## config.mk

```make
export PLATFORM = sky130hd
export DESIGN_NAME = cond_logic_flat
export DESIGN_NICKNAME = d
export VERILOG_FILES = /design/src/rtl/cond_logic_if.sv /design/src/rtl/cond_logic.sv /design/src/flat_wrapper.sv
export SDC_FILE = /design/constraint.sdc
export NUM_CORES = 1
export LEC_CHECK = 0
export BUFFER_PORTS_ARGS = -buffer_cell sky130_fd_sc_hd__buf_2
export CORE_AREA = 2 2 39 41
export CTS_CLUSTER_DIAMETER = 200
export DETAILED_ROUTE_END_ITERATION = 7
export DIE_AREA = 0 0 41 43
export SKIP_LAST_GASP = 1
export SLEW_MARGIN = 20
export SYNTH_ARGS = -nofsm -noshare
export SYNTH_HDL_FRONTEND = slang
export SYNTH_SLANG_ARGS = --single-unit
```

## constraint.sdc

```tcl
create_clock -name clk -period 3.9 [get_ports clk]
set_clock_uncertainty 0.2 [all_clocks]
set_input_delay 0.195 -clock clk [delete_from_list [all_inputs] [get_ports clk]]
set_output_delay 0.195 -clock clk [all_outputs]
set_load 0.03 [all_outputs]
```

## src/rtl/cond_logic_if.sv

```systemverilog
// Decoder-to-conditional-stage bundle: decoder requests, condition field and ALU flags in,
// gated write/branch enables and the registered NZCV flags out.
interface cond_logic_if;
  logic       en;
  logic [3:0] Cond;
  logic [3:0] ALUFlags;
  logic [1:0] FlagW;
  logic       PCS;
  logic       RegW;
  logic       MemW;
  logic       NoWrite;
  logic       PCSrc;
  logic       RegWrite;
  logic       MemWrite;
  logic       CondEx;
  logic [3:0] Flags;

  modport master (
    output en, Cond, ALUFlags, FlagW, PCS, RegW, MemW, NoWrite,
    input  PCSrc, RegWrite, MemWrite, CondEx, Flags
  );

  modport slave (
    input  en, Cond, ALUFlags, FlagW, PCS, RegW, MemW, NoWrite,
    output PCSrc, RegWrite, MemWrite, CondEx, Flags
  );
endinterface

```

## src/rtl/cond_logic.sv

```systemverilog
// ARM conditional-execution stage: holds NZCV and gates PCSrc/RegWrite/MemWrite by the condition.
// Outputs are combinational from Cond and the registered flags; flag updates land one edge later.
module cond_logic #(
  parameter logic [3:0] FLAG_RESET = 4'b0000
) (
  input  logic          clk,
  input  logic          reset,
  cond_logic_if.slave   bus
);

  logic [3:0]  flags_q;
  logic [3:0]  flags_d;
  logic [15:0] cond_tbl;
  logic        cond_ex;
  logic        n_f, z_f, c_f, v_f;

  assign {n_f, z_f, c_f, v_f} = flags_q;

  // Per-code pass table indexed by Cond, so an X on Cond propagates rather than being masked.
  always_comb begin
    cond_tbl      = '0;
    cond_tbl[0]   = z_f;
    cond_tbl[1]   = ~z_f;
    cond_tbl[2]   = c_f;
    cond_tbl[3]   = ~c_f;
    cond_tbl[4]   = n_f;
    cond_tbl[5]   = ~n_f;
    cond_tbl[6]   = v_f;
    cond_tbl[7]   = ~v_f;
    cond_tbl[8]   = c_f & ~z_f;
    cond_tbl[9]   = ~c_f | z_f;
    cond_tbl[10]  = (n_f == v_f);
    cond_tbl[11]  = (n_f != v_f);
    cond_tbl[12]  = ~z_f & (n_f == v_f);
    cond_tbl[13]  = z_f | (n_f != v_f);
    cond_tbl[14]  = 1'b1;
    cond_tbl[15]  = 1'b0;
  end

  assign cond_ex = cond_tbl[bus.Cond];

  always_comb begin
    flags_d = flags_q;
    if (bus.en && cond_ex && bus.FlagW[1]) begin
      flags_d[3:2] = bus.ALUFlags[3:2];
    end
    if (bus.en && cond_ex && bus.FlagW[0]) begin
      flags_d[1:0] = bus.ALUFlags[1:0];
    end
  end

  always_ff @(posedge clk) begin
    if (reset) begin
      flags_q <= FLAG_RESET;
    end else begin
      flags_q <= flags_d;
    end
  end

  assign bus.CondEx   = cond_ex;
  assign bus.PCSrc    = bus.PCS  & cond_ex;
  assign bus.RegWrite = bus.RegW & cond_ex & ~bus.NoWrite;
  assign bus.MemWrite = bus.MemW & cond_ex;
  assign bus.Flags    = flags_q;

endmodule

```

## src/flat_wrapper.sv

```systemverilog
// flat-port wrapper written by rule: the top's interface ports become plain ports
module cond_logic_flat 
#(
  parameter logic [3:0] FLAG_RESET = 4'b0000
)
  (clk, reset, bus_en, bus_Cond, bus_ALUFlags, bus_FlagW, bus_PCS, bus_RegW, bus_MemW, bus_NoWrite, bus_PCSrc, bus_RegWrite, bus_MemWrite, bus_CondEx, bus_Flags);
  cond_logic_if bus_i ();
  input  logic clk;
  input  logic reset;
  input wire logic [$bits(bus_i.en)-1:0] bus_en;
  input wire logic [$bits(bus_i.Cond)-1:0] bus_Cond;
  input wire logic [$bits(bus_i.ALUFlags)-1:0] bus_ALUFlags;
  input wire logic [$bits(bus_i.FlagW)-1:0] bus_FlagW;
  input wire logic [$bits(bus_i.PCS)-1:0] bus_PCS;
  input wire logic [$bits(bus_i.RegW)-1:0] bus_RegW;
  input wire logic [$bits(bus_i.MemW)-1:0] bus_MemW;
  input wire logic [$bits(bus_i.NoWrite)-1:0] bus_NoWrite;
  output wire logic [$bits(bus_i.PCSrc)-1:0] bus_PCSrc;
  output wire logic [$bits(bus_i.RegWrite)-1:0] bus_RegWrite;
  output wire logic [$bits(bus_i.MemWrite)-1:0] bus_MemWrite;
  output wire logic [$bits(bus_i.CondEx)-1:0] bus_CondEx;
  output wire logic [$bits(bus_i.Flags)-1:0] bus_Flags;
  assign bus_i.en = bus_en;
  assign bus_i.Cond = bus_Cond;
  assign bus_i.ALUFlags = bus_ALUFlags;
  assign bus_i.FlagW = bus_FlagW;
  assign bus_i.PCS = bus_PCS;
  assign bus_i.RegW = bus_RegW;
  assign bus_i.MemW = bus_MemW;
  assign bus_i.NoWrite = bus_NoWrite;
  assign bus_PCSrc = bus_i.PCSrc;
  assign bus_RegWrite = bus_i.RegWrite;
  assign bus_MemWrite = bus_i.MemWrite;
  assign bus_CondEx = bus_i.CondEx;
  assign bus_Flags = bus_i.Flags;
  cond_logic #(.FLAG_RESET(FLAG_RESET)) u_core (.clk(clk), .reset(reset), .bus(bus_i));
endmodule
```

# Yosys cells after proc, flatten, opt, wreduce, memory -nomap -nowiden
# Index checks and enable logic that the tools add are counted.
[classes] add_sub_neg=0 multipliers=0 div=0 magnitude_cmp=1 eq_ne=2 n_shift=0 muxes=2 bitwise_logic=13 reduce_logical=3
[op_table] operator="$and A1 B1 Y1" n=6
[op_table] operator="$lt A4 B5 Y1 const B" n=1
[op_table] operator="$not A1 Y1" n=5
[op_table] operator="$bmux W1 S4" n=1
[op_table] operator="$logic_and A1 B1 Y1" n=3
[op_table] operator="$or A1 B1 Y1" n=2
[op_table] operator="$eq A1 B1 Y1" n=1
[op_table] operator="$mux W1" n=1
[op_table] operator="$ne A1 B1 Y1" n=1
[word_totals] reg_bits=4 latchBits=0 ram_bits=0 romBits=0 inputBits=17 out_inout_bits=8 word_cells=23 n_memories=0

# Logic depth before layout (Yosys ltp)
# Gate-level depths: netlist of run 1.
[depth] depth_word=6 depth_mapped=5 depth_no_buf=5

# Worst setup path after synthesis of run 1
# No wires, ideal clock.
[synth_timing] path_type="flip-flop to output port" start="register u_core.flags_q[1], in the netlist u_core.bus.Flags[1]" end="output port bus_MemWrite" t_arrival_ns=2.138 t_required_ns=3.505 setup_slack_ns=1.367 stages_incl_launch_ff=6 path_buffers=0 path_cell_list="dfxtp_1 > or4b_1 > and3_1 > a221oi_2 > xnor2_1 > nor2b_1"
[synth_between] elab_chain_cells=5 elab_cells_between_ends=6 cone_classes="mux: 2; bitwise: 4"
[synth_lines] item="start, declared" line="cond_logic.sv:11" source="logic [3:0] flags_q;"
[synth_lines] item="start signal, assigned" line="cond_logic.sv:56" source="flags_q <= flags_d;"
[synth_lines] item="$not A1 Y1" line="cond_logic.sv:25, cond_logic.sv:31"
[synth_lines] item="$or A1 B1 Y1" line="cond_logic.sv:31" source="cond_tbl[9] = ~c_f | z_f;"
[synth_lines] item="$bmux W1 S4 *" line="cond_logic.sv:40" source="assign cond_ex = cond_tbl[bus.Cond];"
[synth_lines] item="$mux W1 (implied by the code) *" line="cond_logic.sv:40"
[synth_lines] item="$and A1 B1 Y1 *" line="cond_logic.sv:63" source="assign bus.MemWrite = bus.MemW & cond_ex;"
[synth_lines] item="end, declared" line="flat_wrapper.sv:20" source="output wire logic [$bits(bus_i.MemWrite)-1:0] bus_MemWrite;"
# Every way passes the cells marked *; elsewhere a longest branch is shown, timed or not. The select of a mux whose other input is x is not followed.

# Final worst setup path of run 1
[layout_timing] start="register u_core.flags_q[2], in the netlist u_core.bus.Flags[2]" end="output port bus_RegWrite"
[layout_between] elab_chain_cells=6 elab_cells_between_ends=9 cone_classes="mux: 2; bitwise: 7"
[layout_lines] item="$not A1 Y1" line="cond_logic.sv:23, cond_logic.sv:30, cond_logic.sv:34"
[layout_lines] item="$and A1 B1 Y1, on equally long branches" line="cond_logic.sv:30, cond_logic.sv:34"
[layout_lines] item="$bmux W1 S4 *" line="cond_logic.sv:40"
[layout_lines] item="$mux W1 (implied by the code) *" line="cond_logic.sv:40"
[layout_lines] item="$and A1 B1 Y1 * (2 in a row)" line="cond_logic.sv:62" source="assign bus.RegWrite = bus.RegW & cond_ex & ~bus.NoWrite;"
[layout_lines] item="end, declared" line="flat_wrapper.sv:19" source="output wire logic [$bits(bus_i.RegWrite)-1:0] bus_RegWrite;"
# Marks and branches as above.

==> results of run 1 <==
==> layer usage <==
| metal | vias to the layer above | track usage, % | routed length [um] |
|---|---|---|---|
| met5 | - | 0 | 0 |
| met4 | 0 | 6.000 | 13 |
| met3 | 2 | 3.141 | 81 |
| met2 | 19 | 15.63 | 358 |
| met1 | 168 | 8.682 | 307 |
| li1 | 193 | - | - |
==> path summary, 6_finish.rpt <==
kind | start | to | slack (ns) | depth (start not counted)
worst max register to register | u_core.bus.Flags[2] | u_core.bus.Flags[3] | 1.65 | 5
worst max-delay path | u_core.bus.Flags[2] | bus_RegWrite | 1.30 | 6
worst min-delay path | bus_ALUFlags[2] | u_core.bus.Flags[2] | 0.02 | 3
worst min register to register | u_core.bus.Flags[2] | u_core.bus.Flags[2] | 0.31 | 2
==> kinds of logic after synthesis <==
| group | Yosys count | share of synthesized area, % |
|---|---|---|
| mux | 7 | 20.74 |
| xor+xnor | 2 | 5.186 |
| simple gates | 22 | 40.74 |
| buf+inv | 1 | 1.110 |
| compound gates | 3 | 8.516 |
| flops | 4 | 23.70 |
==> synth_stat cells <==
cell and count:
inv_1 1, a221oi_2 1, and3_1 1, or4b_1 1, dfxtp_1 4, nand2_1 3
xnor2_1 2, o21ai_0 1, mux2i_1 7, nand2b_1 8, nor3b_2 1, nand3_1 2
nor2b_1 6, a2111oi_0 1
==> power by group through the flow <==
stage / logic, mW / clock network (mW) / registers, mW
floorplan: 0.0307 / 0 / 0.0494
global placement: 0.0526 / 0 / 0.0458
detailed placement: 0.0534 / 0 / 0.0459
CTS: 0.0535 / 0.0549 / 0.0453
global route: 0.0578 / 0.0561 / 0.0456
finish: 0.0527 / 0.0517 / 0.0452
==> area by class of cell <==
type,count,area share (%)
inverters,1,0.7500
multi-input cells,34,50.75
well taps,16,4.000
clock buffers,3,4.500
repair buffers,24,24.00
flip-flops and latches,4,16.00
==> placed cells by master (no fill, tap or decap) <==
cell type,n
inv_1,1
a221oi_2,1
buf_2,24
o21ai_0,1
clkbuf_4,3
xnor2_1,2
dfxtp_1,4
nor3b_2,1
or4b_1,1
and3_1,1
mux2i_1,7
a2111oi_0,1
nor2b_1,6
nand3_1,2
nand2_1,3
nand2b_1,8
==> critical path, stage by stage, from the launching register on <==
cell and delay (ns):
dfxtp_1 0.33, or4b_1 0.51, and3_1 0.19, a221oi_2 0.37, xnor2_1 0.20, nor3b_2 0.17, buf_2 0.21
==> results by group, run 1 <==
Finish
  • N_diodes: 0
  • Design area: 500.5 sq um
  • Final Util: 36.17%
  • Register area: 80.08 sq um
  • Area of the multi-input gates: 254.0 sq um
  • Max FFs per register: 4
  • Layout cells sized above 1: 43.94%
  • Cell Count, Final, Fillers Out: 82
  • Area Overhead vs Synth: 48.15%
  • Final nets: 85
  • Filler cell count: 152

Run
  • Max-cap viol count: 0

Global routing
  • First-pass GRT wire length: 1097 um
  • Number of global-route vias before repair: 326
  • Initial antenna violation count: 0
  • Largest net degree at the start of global routing: 9
  • GRT Util Overall: 9.237%
  • GR Overflow Total: 0

Pwr
  • Power Density: 298.9 nW/um^2
  • Clock power frac: 34.5%
  • Power Total: 0.1496 mW
  • Sw Share: 33.26%
  • P_int: 0.09983 mW
  • Switch Pwr: 0.04975 mW
  • Gate power share: 35.2%
  • P_leak: 0.2360 nW
  • Max VDD drop: 0.1752 mV
  • Sequential share of power: 30.2%

Worst hold path
  • Hold Path Class: primary input to register

Route
  • Routed Wire Length: 761 um
  • Initial DRC count: 0
  • Via Count: 382
  • DRC: 0
  • DR WL/cell: 9.280 um
  • Vias/cell: 4.659
  • Post-route ant nets: 0
  • DR pass1 iterations: 1

STA
  • Post-route minimum period: 2.602 ns
  • Worst-margin pin slew: 0.4808 ns
  • Setup TNS: 0 ns
  • Fmax: 384.3 MHz
  • RSZ-0062 raised after global routing: false
  • Setup slack after layout: 1.298 ns
  • Final worst-path cycle share: 66.71%
  • Final setup viols: 0
  • Final Hold Viols: 0
  • Final hold slack: 0.01658 ns
  • Rel. slew slack: 67.12%
  • Pins over their slew limit: 0

Critical path
  • Crit path arrival time: 2.21 ns
  • Crit path kind: register to output port
  • Crit path capture type: output port
  • Critical Path Start Type: register
  • Crit-path max FO: 5
  • Critical path data required time: 3.50 ns

Clock network
  • Clk_lat worst skew: 0.24 ns
  • Clock Path Buffers: 2
  • H-tree Lvls: 1
  • Total CTS buffers: 3
  • CTS Root Buffer Type: clkbuf_4
  • Worst-path clk slew: 0.03 ns
  • Post-CTS sizing: 0
  • CTS tree: built
  • Setup repair bufs after CTS: 0
  • Hold-fix buffers, CTS: 0
  • CTS Sinks: 4

Logic synthesis
  • Synth Instances: 39
  • Register area share after synthesis: 23.70%
  • Mapped Area: 337.8 sq um
  • Syn Nets: 56
  • Synth top area cells: dfxtp_1 24%, mux2i_1 21%, nand2b_1 15%, nor2b_1 11%, xnor2_1 5.2%
  • Yosys top cell area share: 23.70%
  • Count of cell types in the netlist: 14
  • Syn avg cell area: 8.662 sq um
  • Ys Warns: 0
  • Post-synth top area cell: dfxtp_1
  • Synth Register Bits: 4

Placement
  • GP Congestion: 0.6455
  • Setup WS pre-CTS: 1.533 ns
  • Placed Cells: 79
  • Placed Area: 478.0 sq um
  • IO buf count: 24

Floorplan
  • Row count: 14
  • Die area: 1763 sq um
  • Core area: 1384 sq um
  • Die X: 41 um
  • Chip Height: 43 um
  • Initial core utilization: 24.41%
  • Boundary Pins: 25

Outcome
  • Status: completed
No activity file was read; power rests on OpenSTA's default activity.
==> inputs of run 2 (changes only) <==
--- a/config.mk
+++ b/config.mk
@@ -5,6 +5,7 @@
 export SDC_FILE = /design/constraint.sdc
 export NUM_CORES = 1
 export LEC_CHECK = 0
+export ABC_AREA = 1
 export BUFFER_PORTS_ARGS = -buffer_cell sky130_fd_sc_hd__buf_2
 export CORE_AREA = 2 2 39 41
 export CTS_CLUSTER_DIAMETER = 200
==> constraint.sdc (replaced) <==
create_clock -name clk -period 2.1 [get_ports clk]
set_clock_uncertainty 0.2 [all_clocks]
set_input_delay 0.105 -clock clk [delete_from_list [all_inputs] [get_ports clk]]
set_output_delay 0.105 -clock clk [all_outputs]
set_load 0.03 [all_outputs]
==> results by group, run 2 <==
Outcome
  • Status: completed

Logic synthesis
  • Syn Nets: 77
  • Synth Register Bits: 4
  • EDFF count, synth: 0
  • Synth top area cells: nand2_1 26%, dfxtp_1 24%, nor2_1 16%, inv_1 11%, nand4_2 7.6%
  • Post-synth top flop: dfxtp_1
  • Synth Instances: 60
  • Ys Warns: 0
  • Post-synth top area cell: nand2_1
  • Register area share after synthesis: 24.43%
  • Post-synth top cells: 23 x nand2_1, 14 x nor2_1, 10 x inv_1
  • Yosys top cell area share: 26.34%
  • Count leader, synth: nand2_1
  • Syn avg cell area: 5.464 sq um
  • Count of cell types in the netlist: 10
  • Async S/R FF share, synth: 0%
  • Mapped Area: 327.8 sq um

STA
  • Final Hold Viols: 0
  • Setup TNS: 0 ns
  • Pins over their slew limit: 0
  • Fmax: 510.2 MHz
  • Post-route minimum period: 1.960 ns
  • Final setup viols: 0
  • Worst-margin pin slew: 0.1568 ns
  • Final worst-path cycle share: 93.34%
  • RSZ-0062 raised after global routing: false
  • Rel. slew slack: 89.55%

Route
  • Post-route ant nets: 0
  • Initial DRC count: 7
  • DR pass1 iterations: 4
  • DRC: 0
  • Via Count: 464
  • DR WL/cell: 8.000 um
  • Vias/cell: 4.180
  • Routed Wire Length: 888 um

Global routing
  • Number of global-route vias before repair: 380
  • Largest net degree at the start of global routing: 6
  • First-pass GRT wire length: 1352 um
  • GR Overflow Total: 0
  • GRT Util Overall: 11.32%
  • Initial antenna violation count: 0

Finish
  • Max FFs per register: 4
  • Register area: 83.83 sq um
  • Commonest non-fill, non-tap cells in the layout: 24 x buf_2, 22 x nand2_1, 13 x nor2_1
  • Area of the multi-input gates: 236.5 sq um
  • Area Overhead vs Synth: 84.35%
  • Final nets: 114
  • Filler cell count: 165
  • Layout cells sized above 1: 43.16%
  • N_diodes: 0
  • Commonest non-fill, non-tap cell in the layout: buf_2

Critical path
  • Worst-path cell chain: inv_1 -> nor2_1 -> a21oi_1 -> nand2_2 -> nand2_2 -> nand2_2 -> nand4_4 -> nand2_1 -> nand2_1 -> nor2_1 -> dlygate4sd3_1
  • Crit path capture type: register
  • Crit path kind: register to register
  • Critical R2R Launch: u_core.bus.Flags[1]
  • Critical Path Start Type: register
  • Crit-path max FO: 4
  • CP max stage delay: 0.54 ns
  • Crit path arrival time: 1.87 ns
  • Most used cell, CP: nand2_2
  • Critical path data required time: 2.01 ns
  • Worst setup startpoint: u_core.bus.Flags[1]
  • Critical-path top delay cell: dlygate4sd3_1

Pwr
  • P_leak: 0.3681 nW
  • Power Density: 518.7 nW/um^2
  • Max VDD drop: 0.2302 mV
  • Power Total: 0.3135 mW

Floorplan
  • Die area: 1763 sq um
  • Initial core utilization: 23.69%
  • Die X: 41 um
  • Row count: 14
  • Boundary Pins: 25
  • Chip Height: 43 um
  • Core area: 1384 sq um

Worst hold path
  • Hold Path Class: primary input to output port
  • Hold Startpoint: bus_NoWrite

Clock network
  • CTS Sinks: 4
  • CTS tree: built
  • Clk_lat worst skew: 0.23 ns
  • H-tree Lvls: 1
  • CTS Root Buffer Type: clkbuf_4
  • Clock Path Buffers: 2
  • Total CTS buffers: 3
  • Worst-path clk slew: 0.04 ns

Placement
  • Hpwl dp: 680.2 um
  • IO buf count: 24
  • GP Congestion: 0.6633

Run
  • Max-cap viol count: 0
[run 2: changes by cell type after synthesis, sizes merged, moves of 6 or more]
| cell | before | now |
|---|---|---|
| nor2b | 6 | 0 |
| nand2b | 8 | 0 |
| nor2 | 0 | 14 |
| nand2 | 3 | 25 |
| inv | 1 | 11 |
| mux2i | 7 | 0 |
[run 2: routing by layer]
layer  share of wire [%]  GRT usage [%]  vias to the layer above
li1                    -              -                      249
met5                   0              0                        -
met1                  42          13.42                      195
met3                 9.7          1.571                        0
met2                  48          16.56                       20
met4                   0          10.00                        0
[run 2: cell type report]
cell class	instances	share of cell area, %
multi-input combinational	45	39.13
timing repair buffer	32	33.13
sequential	4	13.87
inverter	11	6.832
clock buffer	3	3.727
tap	16	3.313
[run 2: path summary, 6_finish.rpt]
path / to / slack (ns) / depth (start not counted)
hold / removal: bus_RegWrite / 0.28 / 3
setup / recovery: u_core.bus.Flags[0] / 0.14 / 11
hold reg to reg: u_core.bus.Flags[3] / 0.89 / 5
setup reg to reg: u_core.bus.Flags[0] / 0.14 / 11
[run 2: cells by family (layout without fill, tap and decap cells)]
family / Yosys count / in the layout / synth area share [%]
AND/OR/NAND/NOR: 44 / 44 / 61.45
AO/OA/AOI/OAI: 1 / 1 / 1.525
buffers and inverters: 11 / 46 / 12.60
flip-flops: 4 / 4 / 24.43
[run 2: metrics by stage]
| stage | utilization [%] | hold slack (ns) | std cells | setup slack (ns) | area, sq um |
|---|---|---|---|---|---|
| floorplan | - | 0.03992 | 60 | 0.1253 | 327.8 |
| global placement | 33.82 | 0.1311 | 100 | 0.5623 | 467.9 |
| detailed placement | 33.82 | 0.1365 | 100 | 0.5518 | 467.9 |
| CTS | 41.23 | 0.2807 | 111 | 0.1378 | 570.5 |
| global route | 43.67 | 0.2968 | 111 | 0.005878 | 604.3 |
| finish | 43.67 | 0.2792 | 111 | 0.1399 | 604.3 |
[run 2: power breakdown]
| group | internal, mW | switching [mW] |
|---|---|---|
| logic | 0.0530 | 0.0800 |
| clock network | 0.0638 | 0.0297 |
| registers | 0.0831 | 0.00390 |
[run 2: worst max-delay path, delay by kind of cell, from the launching register on]
| family | cells | cell delay [ns] |
|---|---|---|
| buffers and inverters | 2 | 0.63 |
| AND/OR/NAND/NOR | 8 | 0.56 |
| flip-flops | 1 | 0.30 |
| AO/OA/AOI/OAI | 1 | 0.15 |
[run 2: what timing repair did]
action | in CTS | in global routing
endpoints found under the setup margin | 0 | 4
hold buffers | 8 | 0
buffers inserted | 0 | 0
hold endpoints to repair | 4 | 0
resized for setup | 0 | 10
